File: src/rtl/aes_key_expand.sv
// aes_key_expand: iterative AES-128/192/256 key schedule that streams Nr+1 round keys over valid/ready.
//   clk, rst      : rising-edge clock, asynchronous active-high reset
//   start, key_in : load a KEY_BITS cipher key (word j = key_in[32j+31:32j]) while idle
//   busy          : high from the accepting edge until the last round key is taken
//   rk_out/rk_idx : round key (column c = bits [32c+31:32c]) and its round number
//   rk_valid/rk_ready : output handshake; done pulses once after the round-Nr transfer
module aes_key_expand #(
  parameter int KEY_BITS = 128
) (
  input  logic                clk,
  input  logic                rst,
  input  logic                start,
  input  logic [KEY_BITS-1:0] key_in,
  output logic                busy,
  output logic [127:0]        rk_out,
  output logic [3:0]          rk_idx,
  output logic                rk_valid,
  input  logic                rk_ready,
  output logic                done
);
  localparam int NK = KEY_BITS / 32;
  localparam int NW = 4 * (NK + 7);
  localparam logic [1:0] IDLE = 2'd0, GEN = 2'd1, DRAIN = 2'd2;
  if (KEY_BITS != 128 && KEY_BITS != 192 && KEY_BITS != 256) begin : g_bad_key_bits
    $error("aes_key_expand: KEY_BITS must be 128, 192 or 256");
  end
  function automatic logic [7:0] gmul(input logic [7:0] a, input logic [7:0] b);
    logic [7:0] p, x;
    p = 8'h00;
    x = a;
    for (int k = 0; k < 8; k++) begin
      p = b[k] ? p ^ x : p;
      x = {x[6:0], 1'b0} ^ (x[7] ? 8'h1b : 8'h00);
    end
    return p;
  endfunction
  // S-box = affine(x^254); x^254 is the GF(2^8) inverse and maps 0 to 0
  function automatic logic [7:0] sbox(input logic [7:0] x);
    logic [7:0] y, r;
    y = x;
    r = 8'h01;
    for (int k = 0; k < 7; k++) begin
      y = gmul(y, y);
      r = gmul(r, y);
    end
    return r ^ {r[6:0], r[7]} ^ {r[5:0], r[7:6]} ^ {r[4:0], r[7:5]} ^ {r[3:0], r[7:4]} ^ 8'h63;
  endfunction
  function automatic logic [31:0] sub_word(input logic [31:0] v);
    return {sbox(v[31:24]), sbox(v[23:16]), sbox(v[15:8]), sbox(v[7:0])};
  endfunction
  logic [1:0]  state;
  logic [5:0]  i;
  logic [2:0]  m;
  logic [7:0]  rcon;
  logic [31:0] win [NK];
  logic [95:0] asm_q;
  logic [31:0] prev, sw, w;
  logic        stall;
  assign busy = state != IDLE;
  // win[0] = w[i-Nk], win[NK-1] = w[i-1]; while i < Nk the window rotates the key words through win[0]
  always_comb begin
    prev = win[NK-1];
    sw = sub_word(m == 3'd0 ? {prev[7:0], prev[31:8]} : prev);
    w = i < 6'(NK) ? win[0]
      : m == 3'd0 ? win[0] ^ sw ^ {24'h0, rcon}
      : NK == 8 && m == 3'd4 ? win[0] ^ sw
      : win[0] ^ prev;
    stall = i[1:0] == 2'd3 && rk_valid && !rk_ready;
  end
  always_ff @(posedge clk or posedge rst) begin
    if (rst) begin
      state <= IDLE;
      i <= 6'd0;
      m <= 3'd0;
      rcon <= 8'h00;
      asm_q <= 96'h0;
      rk_out <= 128'h0;
      rk_idx <= 4'd0;
      rk_valid <= 1'b0;
      done <= 1'b0;
      for (int j = 0; j < NK; j++) win[j] <= 32'h0;
    end else begin
      done <= 1'b0;
      if (rk_valid && rk_ready) rk_valid <= 1'b0;
      if (state == IDLE && start) begin
        state <= GEN;
        i <= 6'd0;
        m <= 3'd0;
        rcon <= 8'h01;
        for (int j = 0; j < NK; j++) win[j] <= key_in[32*j +: 32];
      end else if (state == GEN && !stall) begin
        for (int j = 0; j < NK - 1; j++) win[j] <= win[j+1];
        win[NK-1] <= w;
        asm_q <= {w, asm_q[95:32]};
        i <= i + 6'd1;
        m <= m == 3'(NK - 1) ? 3'd0 : m + 3'd1;
        if (m == 3'd0 && i >= 6'(NK)) rcon <= {rcon[6:0], 1'b0} ^ (rcon[7] ? 8'h1b : 8'h00);
        if (i[1:0] == 2'd3) begin
          rk_out <= {w, asm_q};
          rk_idx <= i[5:2];
          rk_valid <= 1'b1;
        end
        if (i == 6'(NW - 1)) state <= DRAIN;
      end else if (state == DRAIN && rk_valid && rk_ready) begin
        done <= 1'b1;
        state <= IDLE;
      end
    end
  end
endmodule

File: config.mk
export PLATFORM = sky130hd
export DESIGN_NAME = aes_key_expand
export DESIGN_NICKNAME = d
export VERILOG_FILES = /design/src/rtl/aes_key_expand.sv
export SDC_FILE = /design/constraint.sdc
export NUM_CORES = 2
export LEC_CHECK = 0
export ABC_CLOCK_PERIOD_IN_PS = 21900
export CAP_MARGIN = 40
export CORE_ASPECT_RATIO = 1.25
export CORE_MARGIN = 2
export CORE_UTILIZATION = 42
export DETAILED_ROUTE_END_ITERATION = 6
export SYNTH_ARGS = -nofsm -noshare
export SYNTH_HDL_FRONTEND = slang
export SYNTH_SLANG_ARGS = --single-unit
File: constraint.sdc
create_clock -name clk -period 21.9 [get_ports clk]
set_input_delay 4.38 -clock clk [delete_from_list [all_inputs] [get_ports clk]]
set_output_delay 4.38 -clock clk [all_outputs]
set_load 0.01 [all_outputs]
# ---- Word-level counts from Yosys, hierarchy flattened
# Cells that the tools add are included.
# Widths: inputs -> output; s select.
dict set report word_totals {
  register_bits 377
  input_bits 132
  wordCells 1661
  output_inout_bits 135
}
dict set report op_classes {
  magnitude_cmp 2
  mux 837
  n_reduce_logical 20
  bitwise_logic 781
  add_sub_neg 2
  n_eq_ne 6
}
# cell n
set ops {}
lappend ops {{$mux 8} 423}
lappend ops {{$xor 8x8->8} 380}
lappend ops {{$xor 8x5->8} 365}
lappend ops {{$mux 5} 369}
lappend ops {{$mux 128} 2}
lappend ops {{$mux 32} 3}
lappend ops {{$xor 32x32->32} 2}
lappend ops {{$mux 6} 6}
lappend ops {{$xor 32x8->32} 1}
lappend ops {{$mux 7} 4}
lappend ops {{$not 1->1 const A} 28}
lappend ops {{$mux 3} 7}
lappend ops {{$mux 2} 8}
lappend ops {{$mux 4} 4}
lappend ops {{$not 4->4} 4}
lappend ops {{$mux 1} 11}
lappend ops {{$logic_and 1x1->1} 8}
lappend ops {{$add 6x1->6 const B} 1}
lappend ops {{$eq 6x6->1 const B} 1}
lappend ops {{$ge 6x3->1 const B} 1}
lappend ops {{$lt 6x3->1 const B} 1}
lappend ops {{$reduce_and 2->1} 3}
lappend ops {{$reduce_bool 2->1} 3}
lappend ops {{$eq 2x2->1 const B} 2}
lappend ops {{other kinds (10)} 11}

# ---- Depth between registers and ports, before layout
dict set report depth {
  depth_word 140
  depth_mapped 78
  mapped_depth_nobuf 63
}

# ---- Worst setup path after synthesis
# Ideal clock, no wire load.
dict set report synth_timing {
  path_type {reg-to-reg}
  from {reg m[0]}
  to {reg win, in the netlist prev[7]}
  setup_time_ns 0.126
  path_stages_with_launch 71
  t_arrival_ns 17.005
  slack_ns 4.769
  required_ns 21.774
  period_less_slack_ns 17.131
  n_path_buf 11
  cell_sequence {dfrtp_1 > inv_1 > ha_1 > and2b_1 > buf_6 > buf_12 > mux2i_1 > buf_2 > inv_1 > ha_1 > clkbuf_1 > xnor3_1 > nor2_1 > xor2_2 > inv_2 > clkbuf_1 > clkbuf_1 > clkbuf_1 > [35 not listed] > xnor3_2 > xor2_1 > nand2_1 > xnor2_2 > xnor2_2 > xor2_1 > buf_4 > xor2_1 > nor2_1 > xnor3_1 > xnor2_2 > xnor3_1 > xor3_1 > xnor3_2 > xnor2_1 > a221oi_2 > nor3_1 > a221o_1}
}
dict set report synth_between {
  elab_chain_cells 136
  word_cells_on_any_way 397
  cone_classes {mux (208); bitwise (188); reduce/logical (1)}
}
# item line_no
set synth_rtl {}
lappend synth_rtl {{from (decl)} 53} ;# logic [2:0] m;
lappend synth_rtl {{from (signal assigned)} 96} ;# m <= m == 3'(NK - 1) ? 3'd0 : m + 3'd1;
lappend synth_rtl {{$logic_not 3->1 (*)} {63, 65}}
lappend synth_rtl {{$mux 32} 63} ;# sw = sub_word(m == 3'd0 ? {prev[7:0], prev[31:8]} : prev);
lappend synth_rtl {{$mux 5} 33} ;# x = {x[6:0], 1'b0} ^ (x[7] ? 8'h1b : 8'h00);
lappend synth_rtl {{$xor 8x5->8} 33}
lappend synth_rtl {{$xor 8x8->8} 32} ;# p = b[k] ? p ^ x : p;
lappend synth_rtl {{$mux 8} 32}
lappend synth_rtl {{$xor 8x8->8} 32}
lappend synth_rtl {{$mux 8} 32}
lappend synth_rtl {{[117 not listed]} -}
lappend synth_rtl {{$mux 8} 32}
lappend synth_rtl {{$xor 8x8->8 (4 in series)} 46} ;# return r ^ {r[6:0], r[7]} ^ {r[5:0], r[7:6]} ^ {r[4:0], r[7:5]} ^ {r[3:0], r[7:4]} ^ 8'h63;
lappend synth_rtl {{$xor 32x32->32} -}
lappend synth_rtl {{$xor 32x8->32} 65} ;# : m == 3'd0 ? win[0] ^ sw ^ {24'h0, rcon}
lappend synth_rtl {{$mux 32 (*)} 65}
lappend synth_rtl {{$mux 32 (*)} 64} ;# w = i < 6'(NK) ? win[0]
lappend synth_rtl {{$mux 128 (*)} 91} ;# end else if (state == GEN && !stall) begin
lappend synth_rtl {{$mux 128 (*)} 85} ;# if (state == IDLE && start) begin
lappend synth_rtl {{to (signal, indexed assignment)} 93} ;# win[NK-1] <= w;
lappend synth_rtl {{to (decl)} 55} ;# logic [31:0] win [NK];
# Mark *: on every way between the ends. The rest lies on a longest branch, timed or not. The select of a mux whose other input is x is not followed.
# A chain may end at the register's enable or synchronous reset.

# ---- Final worst setup path
dict set report layout_timing {
  from {reg m[0]}
  to {reg asm_q[90]}
}
dict set report layout_between {
  elab_chain_cells 134
  word_cells_on_any_way 395
  cone_classes {mux (206); bitwise (188); reduce/logical (1)}
}
# item line_no
set layout_rtl {}
lappend layout_rtl {{$logic_not 3->1 (*)} {63, 65}}
lappend layout_rtl {{$mux 32} 63}
lappend layout_rtl {{$mux 5 (tied with other cells)} 33}
lappend layout_rtl {{$xor 8x5->8 or $xor 8x8->8 (tied branches)} {33, 32}}
lappend layout_rtl {{$xor 8x8->8 or $mux 8 (tied branches)} 32}
lappend layout_rtl {{$mux 8 or $xor 8x8->8 (tied branches)} 32}
lappend layout_rtl {{$xor 8x8->8 or $mux 8 (tied branches)} 32}
lappend layout_rtl {{$mux 8 or $xor 8x8->8 (tied branches)} 32}
lappend layout_rtl {{[115 not listed]} -}
lappend layout_rtl {{$mux 8} 32}
lappend layout_rtl {{$xor 8x8->8} 32}
lappend layout_rtl {{$mux 8} 32}
lappend layout_rtl {{$xor 8x8->8 (4 in series)} 46}
lappend layout_rtl {{$xor 32x32->32} -}
lappend layout_rtl {{$xor 32x8->32} 65}
lappend layout_rtl {{$mux 32 (*)} 65}
lappend layout_rtl {{$mux 32 (*)} 64}
lappend layout_rtl {{to (signal assigned)} 94} ;# asm_q <= {w, asm_q[95:32]};
lappend layout_rtl {{to (decl)} 56} ;# logic [95:0] asm_q;
# Mark *: on every way between the ends. The rest lies on a longest branch, timed or not.

==> flow_metrics.env <==
export IMPL_cts_made_buffers=47
export IMPL_place_hpwl_mm=192.6
export IMPL_numPortBuffers=266
export IMPL_placed_area_um2=82000
export IMPL_fin_nets=9864
export IMPL_synth_seq_cells=377
export IMPL_peakVddDrop_mv=0.05930
export IMPL_critPathKind="reg2reg"
export IMPL_grt_overflow=0
export IMPL_worstPathRequired_ns=22.38
export IMPL_hold_viol=0
export IMPL_first_global_vias=67600
export IMPL_yosysSeqAreaShare_pct=12.33
export IMPL_cp_end_kind="flip-flop"
export IMPL_ys_types=133
export IMPL_clkSinkCount=377
export IMPL_gp_congestion=0.9466
export IMPL_die_w_um=385.7
export IMPL_initial_core_util_pct=42.15
export IMPL_synth_top_flop_cell="dfrtp_1"
export IMPL_report_power_total_mw=1.548
export IMPL_final_antenna_net_count=0
export IMPL_grt_max_degree=150
export IMPL_worst_r2r_cell_count=64
export IMPL_powerDensity_nw_per_um2=18.51
export IMPL_wire_per_inst_um=21.52
export IMPL_timing_rr_start="m[0]$_DFFE_PP0P_"
export IMPL_cp_max_fo=34
export IMPL_whs_path_depth=2
export IMPL_internal_power_mw=1.180
export IMPL_grt_pass1_wl_mm=403.2
export IMPL_final_common_cell="nand2_1"
export IMPL_finalSetupViolCount=0
export IMPL_reg2reg_setup_slack_ns=1.22
export IMPL_io_pins=267
export IMPL_vias=71100
export IMPL_sw_frac_of_total_pct=23.79
export IMPL_syn_area_um2=76510
export IMPL_setup_ws_ns=1.222
export IMPL_htreeDepth=2
export IMPL_drtPass1Iterations=7
export IMPL_cpMaxStageDelayCell="xnor3_1"
export IMPL_core_area_um2=181500
export IMPL_synth_edf_count=0
export IMPL_skew_ns=0.06108
export IMPL_root_buffer="clkbuf_16"
export IMPL_area_growth_pct=9.284
export IMPL_rows=175
export IMPL_power_frac_clock_pct=52.1
export IMPL_reg2reg_to="asm_q[90]$_DFFE_PP0P_"
export IMPL_fin_tns_setup_ns=0
export IMPL_antenna_found_initial=17
export IMPL_dp_slack_ns=1.088
export IMPL_insertion_delay_ns=0.65
export IMPL_drive_above_1_share_pct=9.484
export IMPL_worst_slew_pin_transition_ns=0.9807
export IMPL_hold_end="rk_out[56]$_DFFE_PP0P_"
export IMPL_synth_cells=9772
export IMPL_fp_dieH_um=481.2
export IMPL_wl_mm=261.1
export IMPL_p_leak_nw=34.29
export IMPL_post_route_period_util_pct=94.42
export IMPL_grtUsageTotal_pct=27.15
export IMPL_power_switching_uw=368.3
export IMPL_ys_warnings_count=0
export IMPL_postSynthAreaPerCell_um2=7.829
export IMPL_rsz0062_at_grt="false"
export IMPL_worst_path_largest_cell_delay_ns=0.78
export IMPL_drc_errors=0
export IMPL_min_from="asm_q[56]$_DFFE_PP0P_"
export IMPL_slew_limit_headroom_pct=34.15
export IMPL_routed_via_density=5.859
export IMPL_hold_class="reg2reg"
export IMPL_combPwrFrac_pct=2.9
export IMPL_drv_cap=0
export IMPL_clk_pin_slew_ns=0.06
export IMPL_synth_net_count=9927
export IMPL_min_period_ns=20.68
export IMPL_finalInstanceArea_um2=83610
export IMPL_clk_path_buf_depth=3
export IMPL_power_frac_seq_pct=45.0
export IMPL_nFillCells=17920
export IMPL_synthArstFlopShare_pct=100.0
export IMPL_slew_viol_final=0
export IMPL_arrival_ns=21.15
export IMPL_drtIter0Drc=6761
export IMPL_cts_tree="built"
export IMPL_status="complete, no violations"
export IMPL_crit_path_frequent_cell="xnor2_1"
export IMPL_die_area_um2=185600
export IMPL_fmax_mhz=48.36
export IMPL_start_kind="flip-flop"
export IMPL_layout_common_cells="1588 x nand2_1, 1585 x xnor2_1, 1241 x nor2_1"
[cells in the mapped netlist (40+ instances only)]
cell type  number  share of area, %
nor2b_1        49              0.40
buf_1          63              0.31
o21ai_0       331               2.2
and2_1         53              0.43
a32oi_1        45              0.52
xor2_2         49               1.0
a211oi_1       87              0.85
a22oi_1        88              0.86
nor2_1       1243               6.1
a21o_1         51              0.50
inv_1          86              0.42
nand3_1       196               1.3
xor2_1        436               5.0
o221ai_1       40              0.46
o22ai_1       153               1.3
buf_2         162               1.1
o21ai_1        70              0.46
dfrtp_1       377                12
nor3_1        190               1.2
xnor2_1      1616                18
a31oi_1       111              0.91
clkbuf_1      426               2.1
o211ai_1       70              0.69
nand2_1      1590               7.8
xnor3_1       366                11
mux2i_1       226               3.0
mux2_2         67              0.99
a21oi_1       433               2.8
xnor2_2       119               2.5
nand2b_1       66              0.54
[power groups by stage]
stage,combinational (mW),sequential [mW],clock [mW]
finish,0.0451,0.697,0.806
detailed placement,0.0458,0.709,0
global placement,0.0446,0.709,0
floorplan,0.0103,0.710,0
global route,0.0490,0.696,0.842
CTS,0.0459,0.697,0.818
[worst max path at each step]
stage,startpoint,endpoint,slack [ns],depth (start not counted)
2_1_floorplan,m[0]$_DFFE_PP0P_,prev[7]$_DFFE_PP0P_,4.77,70
3_3_place_gp,m[0]$_DFFE_PP0P_,rk_out[122]$_DFFE_PP0P_,1.31,62
4_1_cts,m[0]$_DFFE_PP0P_,asm_q[90]$_DFFE_PP0P_,0.99,64
3_5_place_dp,m[0]$_DFFE_PP0P_,asm_q[90]$_DFFE_PP0P_,1.09,64
5_1_grt,m[0]$_DFFE_PP0P_,asm_q[90]$_DFFE_PP0P_,0.03,63
6_report,m[0]$_DFFE_PP0P_,asm_q[90]$_DFFE_PP0P_,1.22,64
[per-layer routing]
layer | part of all wire, % | wire (um) | vias up | track usage (%)
met1 | 43 | 112800 | 34480 | 37.11
met4 | 2.9 | 7538 | 18 | 7.427
met5 | 0.048 | 126 | - | 0
met2 | 46 | 119600 | 2893 | 44.24
li1 | - | - | 33270 | -
met3 | 8.1 | 21100 | 431 | 4.258
[critical path: cells and delay by family, from the launching register on]
kind | cells | cell delay [ns]
multiplexers | 6 | 1.59
adder cells (fa/ha/maj) | 5 | 2.44
XOR/XNOR | 21 | 7.45
AO/OA/AOI/OAI | 13 | 3.91
flip-flops | 1 | 0.39
buffers and inverters | 8 | 2.09
AND/OR/NAND/NOR | 11 | 2.56
[state kept, by name, indices dropped and copies added, names as in the netlist, 2 cells and up]
name,count
state,2
m,3
asm_q,96
win,96
rk_idx,4
i,6
prev,32
rcon,8
rk_out,128
[timing repair]
action,4_1_cts,5_1_grt
hold buffers,0,0
gates resized for setup,0,3
setup endpoints to repair,0,24
setup buffers,0,0
[area by class of cell]
| type | instances | area (um^2) | area share (%) |
|---|---|---|---|
| inverters | 121 | 466.7 | 0.5582 |
| clock buffers | 68 | 1406 | 1.682 |
| multi-input cells | 8564 | 63870 | 76.39 |
| clock inverters | 15 | 168.9 | 0.2020 |
| well taps | 2389 | 2989 | 3.575 |
| diodes | 2 | 5.005 | 0.005986 |
| repair buffers | 598 | 5271 | 6.305 |
| flip-flops and latches | 377 | 9434 | 11.28 |
[kinds of logic (layout without fill, tap and decap cells)]
kind of cell,Yosys count,count (layout),synth area share (%)
mux,333,333,4.739
flops,377,377,12.33
compound gates,1896,1896,16.57
simple gates,3619,3619,19.90
xor+xnor,2692,2692,41.30
other cells,0,2,0
fa+ha+maj,24,24,0.3892
buf+inv,831,802,4.772
[through the flow]
step	utilization [%]	hold WS, ns	instances
after floorplan	-	0.4386	9772
after global placement	44.96	0.4495	12010
after detailed placement	45.18	0.4535	12050
after CTS	46.05	0.4656	12130
after global routing	46.06	0.4901	12130
final	46.06	0.4636	12130
No activity file was read; power rests on OpenSTA's default activity.
